File: config.mk
export PLATFORM = sky130hd
export DESIGN_NAME = mod_updown_counter_flat
export DESIGN_NICKNAME = d
export VERILOG_FILES = /design/src/rtl/cnt_pkg.sv /design/src/rtl/mod_updown_counter_if.sv /design/src/rtl/cnt_prescaler.sv /design/src/rtl/mod_updown_counter.sv /design/src/flat_wrapper.sv
export SDC_FILE = /design/constraint.sdc
export NUM_CORES = 1
export LEC_CHECK = 0
export ABC_AREA = 1
export CORE_ASPECT_RATIO = 0.6
export CORE_UTILIZATION = 35
export CTS_CLUSTER_SIZE = 10
export DETAILED_ROUTE_END_ITERATION = 8
export SYNTH_ARGS = -nofsm -noshare
export SYNTH_HDL_FRONTEND = slang
export SYNTH_HIERARCHICAL = 1
export SYNTH_SLANG_ARGS = --single-unit
File: constraint.sdc
create_clock -name clk -period 2.17 [get_ports clk]
set_input_delay 0.5425 -clock clk [delete_from_list [all_inputs] [get_ports clk]]
set_output_delay 0.5425 -clock clk [all_outputs]
set_load 0.005 [all_outputs]
File: src/rtl/cnt_pkg.sv
// rtl/cnt_pkg.sv - shared types and constants for the up/down counter slice
package cnt_pkg;

  typedef enum logic [1:0] {
    CNT_WRAP    = 2'b00,
    CNT_SAT     = 2'b01,
    CNT_ONESHOT = 2'b10,
    CNT_RSVD    = 2'b11
  } cnt_mode_e;

  typedef enum logic {
    CNT_RUN,
    CNT_HALT
  } cnt_state_e;

  localparam int CNT_MAX_WIDTH = 32;

endpackage

File: src/rtl/mod_updown_counter_if.sv
// rtl/mod_updown_counter_if.sv - control/status bundle of the up/down counter
interface mod_updown_counter_if #(
  parameter int WIDTH = 8
);

  logic             en;
  logic             clr;
  logic             load;
  logic [WIDTH-1:0] load_val;
  logic             dir;
  logic [1:0]       mode;
  logic [WIDTH-1:0] max_val;
  logic [WIDTH-1:0] count_out;
  logic             tc;
  logic             done;

  modport master (
    output en, clr, load, load_val, dir, mode, max_val,
    input  count_out, tc, done
  );

  modport slave (
    input  en, clr, load, load_val, dir, mode, max_val,
    output count_out, tc, done
  );

endinterface

File: src/rtl/cnt_prescaler.sv
// rtl/cnt_prescaler.sv - enabled-cycle divider producing one step every PRESCALE enables
module cnt_prescaler #(
  parameter int PRESCALE = 4
) (
  input  logic clk,
  input  logic rstn,
  input  logic clr,
  input  logic en,
  output logic step
);

  localparam int PW = $clog2(PRESCALE);
  localparam logic [PW-1:0] LAST = PW'(PRESCALE - 1);

  logic [PW-1:0] pre_q;
  logic [PW-1:0] pre_d;

  assign step = en && (pre_q == LAST);

  // Advance on each enabled cycle, restart after the step or on clear.
  always_comb begin
    pre_d = pre_q;
    if (clr) begin
      pre_d = '0;
    end else if (en) begin
      pre_d = step ? '0 : pre_q + PW'(1);
    end
  end

  // Prescaler state register.
  always_ff @(posedge clk or negedge rstn) begin
    if (!rstn) begin
      pre_q <= '0;
    end else begin
      pre_q <= pre_d;
    end
  end

endmodule

File: src/rtl/mod_updown_counter.sv
// rtl/mod_updown_counter.sv - programmable-modulo up/down counter (optional CNT_PRESCALE_EN)
module mod_updown_counter
  import cnt_pkg::*;
#(
  parameter int WIDTH    = 8,
  parameter int PRESCALE = 4
) (
  input logic                clk,
  input logic                rstn,
  mod_updown_counter_if.slave bus
);

  logic [WIDTH-1:0] count_q;
  logic [WIDTH-1:0] count_d;
  logic             tc_q;
  logic             tc_d;
  logic             done_q;
  logic             done_d;
  cnt_state_e       state_q;
  cnt_state_e       state_d;
  cnt_mode_e        mode;
  logic             step;
  logic             terminal;

  assign mode = cnt_mode_e'(bus.mode);

`ifdef CNT_PRESCALE_EN
  // The prescaler only sees enables that could move the counter; HALT freezes it.
  cnt_prescaler #(
    .PRESCALE(PRESCALE)
  ) u_prescaler (
    .clk  (clk),
    .rstn (rstn),
    .clr  (bus.clr | bus.load),
    .en   (bus.en & (state_q == CNT_RUN)),
    .step (step)
  );
`else
  logic [8:0] unused_prescale;
  assign unused_prescale = 9'(PRESCALE);
  assign step = 1'b1;
`endif

  // Up uses >= so a max_val lowered below the current count still terminates.
  assign terminal = bus.dir ? (count_q >= bus.max_val) : (count_q == '0);

  // Next-state: clr beats load beats enabled step; HALT ignores en entirely.
  always_comb begin
    count_d = count_q;
    tc_d    = 1'b0;
    done_d  = done_q;
    state_d = state_q;
    if (bus.clr) begin
      count_d = '0;
      done_d  = 1'b0;
      state_d = CNT_RUN;
    end else if (bus.load) begin
      count_d = (bus.load_val > bus.max_val) ? bus.max_val : bus.load_val;
      done_d  = 1'b0;
      state_d = CNT_RUN;
    end else if (bus.en && (state_q == CNT_RUN) && step) begin
      if (!terminal) begin
        count_d = bus.dir ? count_q + WIDTH'(1) : count_q - WIDTH'(1);
      end else begin
        tc_d = 1'b1;
        case (mode)
          CNT_SAT: begin
            count_d = count_q;
          end
          CNT_ONESHOT: begin
            done_d  = 1'b1;
            state_d = CNT_HALT;
          end
          default: begin
            count_d = bus.dir ? '0 : bus.max_val;
          end
        endcase
      end
    end
  end

  // Counter, flags and FSM registers.
  always_ff @(posedge clk or negedge rstn) begin
    if (!rstn) begin
      count_q <= '0;
      tc_q    <= 1'b0;
      done_q  <= 1'b0;
      state_q <= CNT_RUN;
    end else begin
      count_q <= count_d;
      tc_q    <= tc_d;
      done_q  <= done_d;
      state_q <= state_d;
    end
  end

  assign bus.count_out = count_q;
  assign bus.tc        = tc_q;
  assign bus.done      = done_q;

endmodule

File: src/flat_wrapper.sv
// flat-port wrapper written by rule: the top's interface ports become plain ports
module mod_updown_counter_flat import cnt_pkg::*;
#(
  parameter int WIDTH    = 8,
  parameter int PRESCALE = 4
)
  (clk, rstn, bus_en, bus_clr, bus_load, bus_load_val, bus_dir, bus_mode, bus_max_val, bus_count_out, bus_tc, bus_done);
  mod_updown_counter_if #(.WIDTH(WIDTH)) bus_i ();
  input logic clk;
  input logic rstn;
  input wire logic [$bits(bus_i.en)-1:0] bus_en;
  input wire logic [$bits(bus_i.clr)-1:0] bus_clr;
  input wire logic [$bits(bus_i.load)-1:0] bus_load;
  input wire logic [$bits(bus_i.load_val)-1:0] bus_load_val;
  input wire logic [$bits(bus_i.dir)-1:0] bus_dir;
  input wire logic [$bits(bus_i.mode)-1:0] bus_mode;
  input wire logic [$bits(bus_i.max_val)-1:0] bus_max_val;
  output wire logic [$bits(bus_i.count_out)-1:0] bus_count_out;
  output wire logic [$bits(bus_i.tc)-1:0] bus_tc;
  output wire logic [$bits(bus_i.done)-1:0] bus_done;
  assign bus_i.en = bus_en;
  assign bus_i.clr = bus_clr;
  assign bus_i.load = bus_load;
  assign bus_i.load_val = bus_load_val;
  assign bus_i.dir = bus_dir;
  assign bus_i.mode = bus_mode;
  assign bus_i.max_val = bus_max_val;
  assign bus_count_out = bus_i.count_out;
  assign bus_tc = bus_i.tc;
  assign bus_done = bus_i.done;
  mod_updown_counter #(.WIDTH(WIDTH), .PRESCALE(PRESCALE)) u_core (.clk(clk), .rstn(rstn), .bus(bus_i));
endmodule
==> impl_metrics.csv <==
group,metric,value,unit
status,status,"complete, no violations",
critical_path,rr_startpoint,"u_core/bus.count_out[0]",
sta,fin_crit_sh,90.22,%
critical_path,reg2reg_to,"u_core/bus.count_out[0]",
critical_path,setup.worst_path.class,"in2reg",
critical_path,cp-end-kind,"flop",
place,port-buffer-count,33,
job,maxCapViolations,0,
critical_path,critPathMaxStageDelay,0.32,ns
detailed_routing,met2_length,1923,um
clocking,cts_max_path_buffers,2,
detailed_routing,num_vias,1853,
yosys,synth-seq-area-share,15.09,%
pwr,p_comb_share,62.2,%
global_route,grt_pass1_wl,8100,um
detailed_routing,ant_nets,0,
pwr,sw_frac_of_total,42.14,%
pwr,switchingPower,504.6,uW
global_route,gr-usage-all-layers,20.30,%
detailed_routing,wirelength,4972,um
pwr,p_int,692.7,uW
clocking,clk-insertion-delay-late,0.24,ns
yosys,async_flop_share,100.0,%
clocking,cts_root_buf,"clkbuf_8",
sta,relSlewSlack,66.20,%
global_route,grt_overflow,0,
layout,nets,372,
die,core.rowCount,18,
worst_hold_path,worstHoldStart,"u_core/state_q",
critical_path,path_common_cell,"nand2_4",
die,die_h,55.31,um
clocking,htreeDepth,1,
sta,fmax,510.8,MHz
critical_path,critPathLaunch,"bus_max_val[5]",
global_route,grt_max_degree,17,
sta,fin_hold_ws,0.5604,ns
clocking,postCtsHoldBufs,0,
worst_hold_path,holdPathEnd,"u_core/state_q",
sta,clock_skew,0.0007810,ns
yosys,syn-mean-instance-area,6.451,um^2
detailed_routing,routed.top_layer,"met4",
critical_path,start_kind,"input pin",
yosys,ys_seq_elements,10,
sta,setup_tns,0,ns
clocking,cts_tree,"built",
global_route,antenna_found_initial,0,
sta,slew_viol_final,0,
sta,fin_crit,1.958,ns
yosys,netlist.area_leader.share,17.36,%
pwr,p_clk_share,16.6,%
yosys,synth_edf_count,0,
clocking,cts.sinks,10,
critical_path,cp_cell_sequence,"dlygate4sd2_1 > inv_1 > ha_1 > a21oi_1 > nor2_1 > nor2_2 > nand2_4 > nand3_2 > nand2_4 > nand2_4 > nand3_2 > nand2_1",
detailed_routing,met1_length,2583,um
yosys,synth_top_area_cell,"ha_1",
critical_path,rrSetupSlack,0.29,ns
critical_path,crit_arrival,2.13,ns
yosys,yosys-top-cells-count,"nand2_1, nand3_1, inv_1, nor2_1, ha_1",
critical_path,rr_worst_depth,15,
sta,rsz0062_at_grt,"no",
sta,worst_pin_slew,0.5054,ns
pwr,power.leakage,0.001423,uW
layout,drive_above_1_share,30.12,%
die,die_area,0.005025,mm^2
detailed_routing,drtIter0Drc,191,
pwr,peakVddDrop,261.3,uV
layout,syn2layout_area_growth,56.91,%
yosys,synth_flop_cell,"dfrtp_1",
sta,hold_viol_final,0,
worst_hold_path,hp-class,"reg2reg",
critical_path,slowest_stage,"ha_1",
yosys,syn_nets,305,
die,pin_count,34,
yosys,synthTopCellsByArea,"ha_1, nand2_1, dfrtp_1",
yosys,yosysMostFrequentCell,"nand2_1",
sta,setup_viol,0,
critical_path,cp.required,2.34,ns
clocking,clk_pin_slew,0.05,ns
die,coreArea,0.004324,mm^2
layout,diodes,0,
die,fp.dieW,90.85,um
detailed_routing,via_per_inst,4.851,
detailed_routing,wl_per_cell,13.02,um
yosys,yosysUniqueCellTypes,31,
die,start_util,38.34,%
layout,final_util,60.16,%
yosys,synthCells,257,
place,post-dp-hpwl,3874,um
detailed_routing,wl_met3,453,um
detailed_routing,dr.pass1.iters,4,
pwr,p_per_area,460.3,mW/mm^2
worst_hold_path,hold-path-cell-count,2,
yosys,ys_warn_count,6,
critical_path,crit_fanout,8,
global_route,grt_pass1_vias,1668,
place,gp_congestion,0.8331,
detailed_routing,drc,0,
yosys,syn_area,0.001658,mm^2
pwr,seqPwrFrac,21.3,%
clocking,cts_made_buffers,3,
==> power by group through the flow <==
stage	sequential, uW	combinational, uW	clock (uW)
CTS	247	685	205
finish	254	744	198
global placement	250	652	0
floorplan	240	400	0
detailed placement	250	659	0
global route	259	834	212
==> final cells by class <==
cell class                 instances  area (um^2)
timing repair buffer              66        641.9
fill                             408         1723
inverter                          39        148.9
multi-input combinational        204         1444
clock buffer                       3        41.29
sequential                        10        250.2
tap                               60        75.07
==> worst max-delay path: cells and delay by family <==
family          cells  cell delay (ns)
simple gates        8             0.79
compound gates      1             0.14
fa+ha+maj           1             0.32
buf+inv             2             0.34
==> layer usage <==
metal / GRT usage (%) / vias to the layer above
met5: 0 / -
met4: 1.587 / 0
met3: 3.719 / 2
met2: 27.60 / 72
met1: 33.36 / 814
li1: - / 965
==> registers in the layout (all words and copies together) (netlist names) <==
name and cells:
u_core/bus.count_out 8, u_core/bus.tc 1, u_core/state_q 1
==> cells in the final DEF (no fill, tap or decap), drive strengths merged <==
cell,count
a21o,2
nand3,44
inv,38
dlygate4sd2,2
fa,1
buf,33
clkinv,1
o21ai,2
o21bai,2
xnor2,3
nand4,3
ha,23
clkdlybuf4s50,16
a21oi,15
xor2,1
dlymetal6s2s,15
nor2,30
nand2,75
nor3,1
dfrtp,10
nand2b,1
a21boi,1
clkbuf,3
==> timing repair <==
item / 4_1_cts / 5_1_grt
pin swaps: 7 / 17
buffers inserted: 0 / 0
gates resized for setup: 13 / 43
endpoints found under the setup margin: 9 / 10
cloned: 1 / 0
==> how the worst max path moves through the flow <==
| stage | slack [ns] | endpoint |
|---|---|---|
| finish | 0.21 | u_core/bus.count_out[0] |
| global route | 0.08 | u_core/bus.count_out[5] |
| CTS | -0.02 | u_core/bus.count_out[5] |
| detailed placement | -0.35 | u_core/bus.count_out[0] |
| global placement | -0.32 | u_core/bus.count_out[5] |
| floorplan | 0.25 | u_core/bus.count_out[7] |
==> kinds of logic after synthesis <==
kind of cell	after synthesis	share of synthesized area (%)
AO/OA/AOI/OAI	22	9.433
XOR/XNOR	4	2.114
adder cells (fa/ha/maj)	24	18.57
buffers and inverters	44	11.77
flip-flops	10	15.09
AND/OR/NAND/NOR	153	43.02
==> metrics by stage <==
| step | setup WS, ns | total power [uW] | std cells | instance area, um^2 |
|---|---|---|---|---|
| after global routing | 0.08469 | 1305 | 382 | 2601 |
| after detailed placement | -0.3490 | 909.5 | 378 | 2287 |
| after floorplan | 0.2503 | 639.9 | 257 | 1658 |
| final | 0.2121 | 1197 | 382 | 2601 |
| after global placement | -0.3210 | 901.5 | 378 | 2287 |
| after CTS | -0.01553 | 1138 | 382 | 2380 |
No activity file was read; power rests on OpenSTA's default activity.
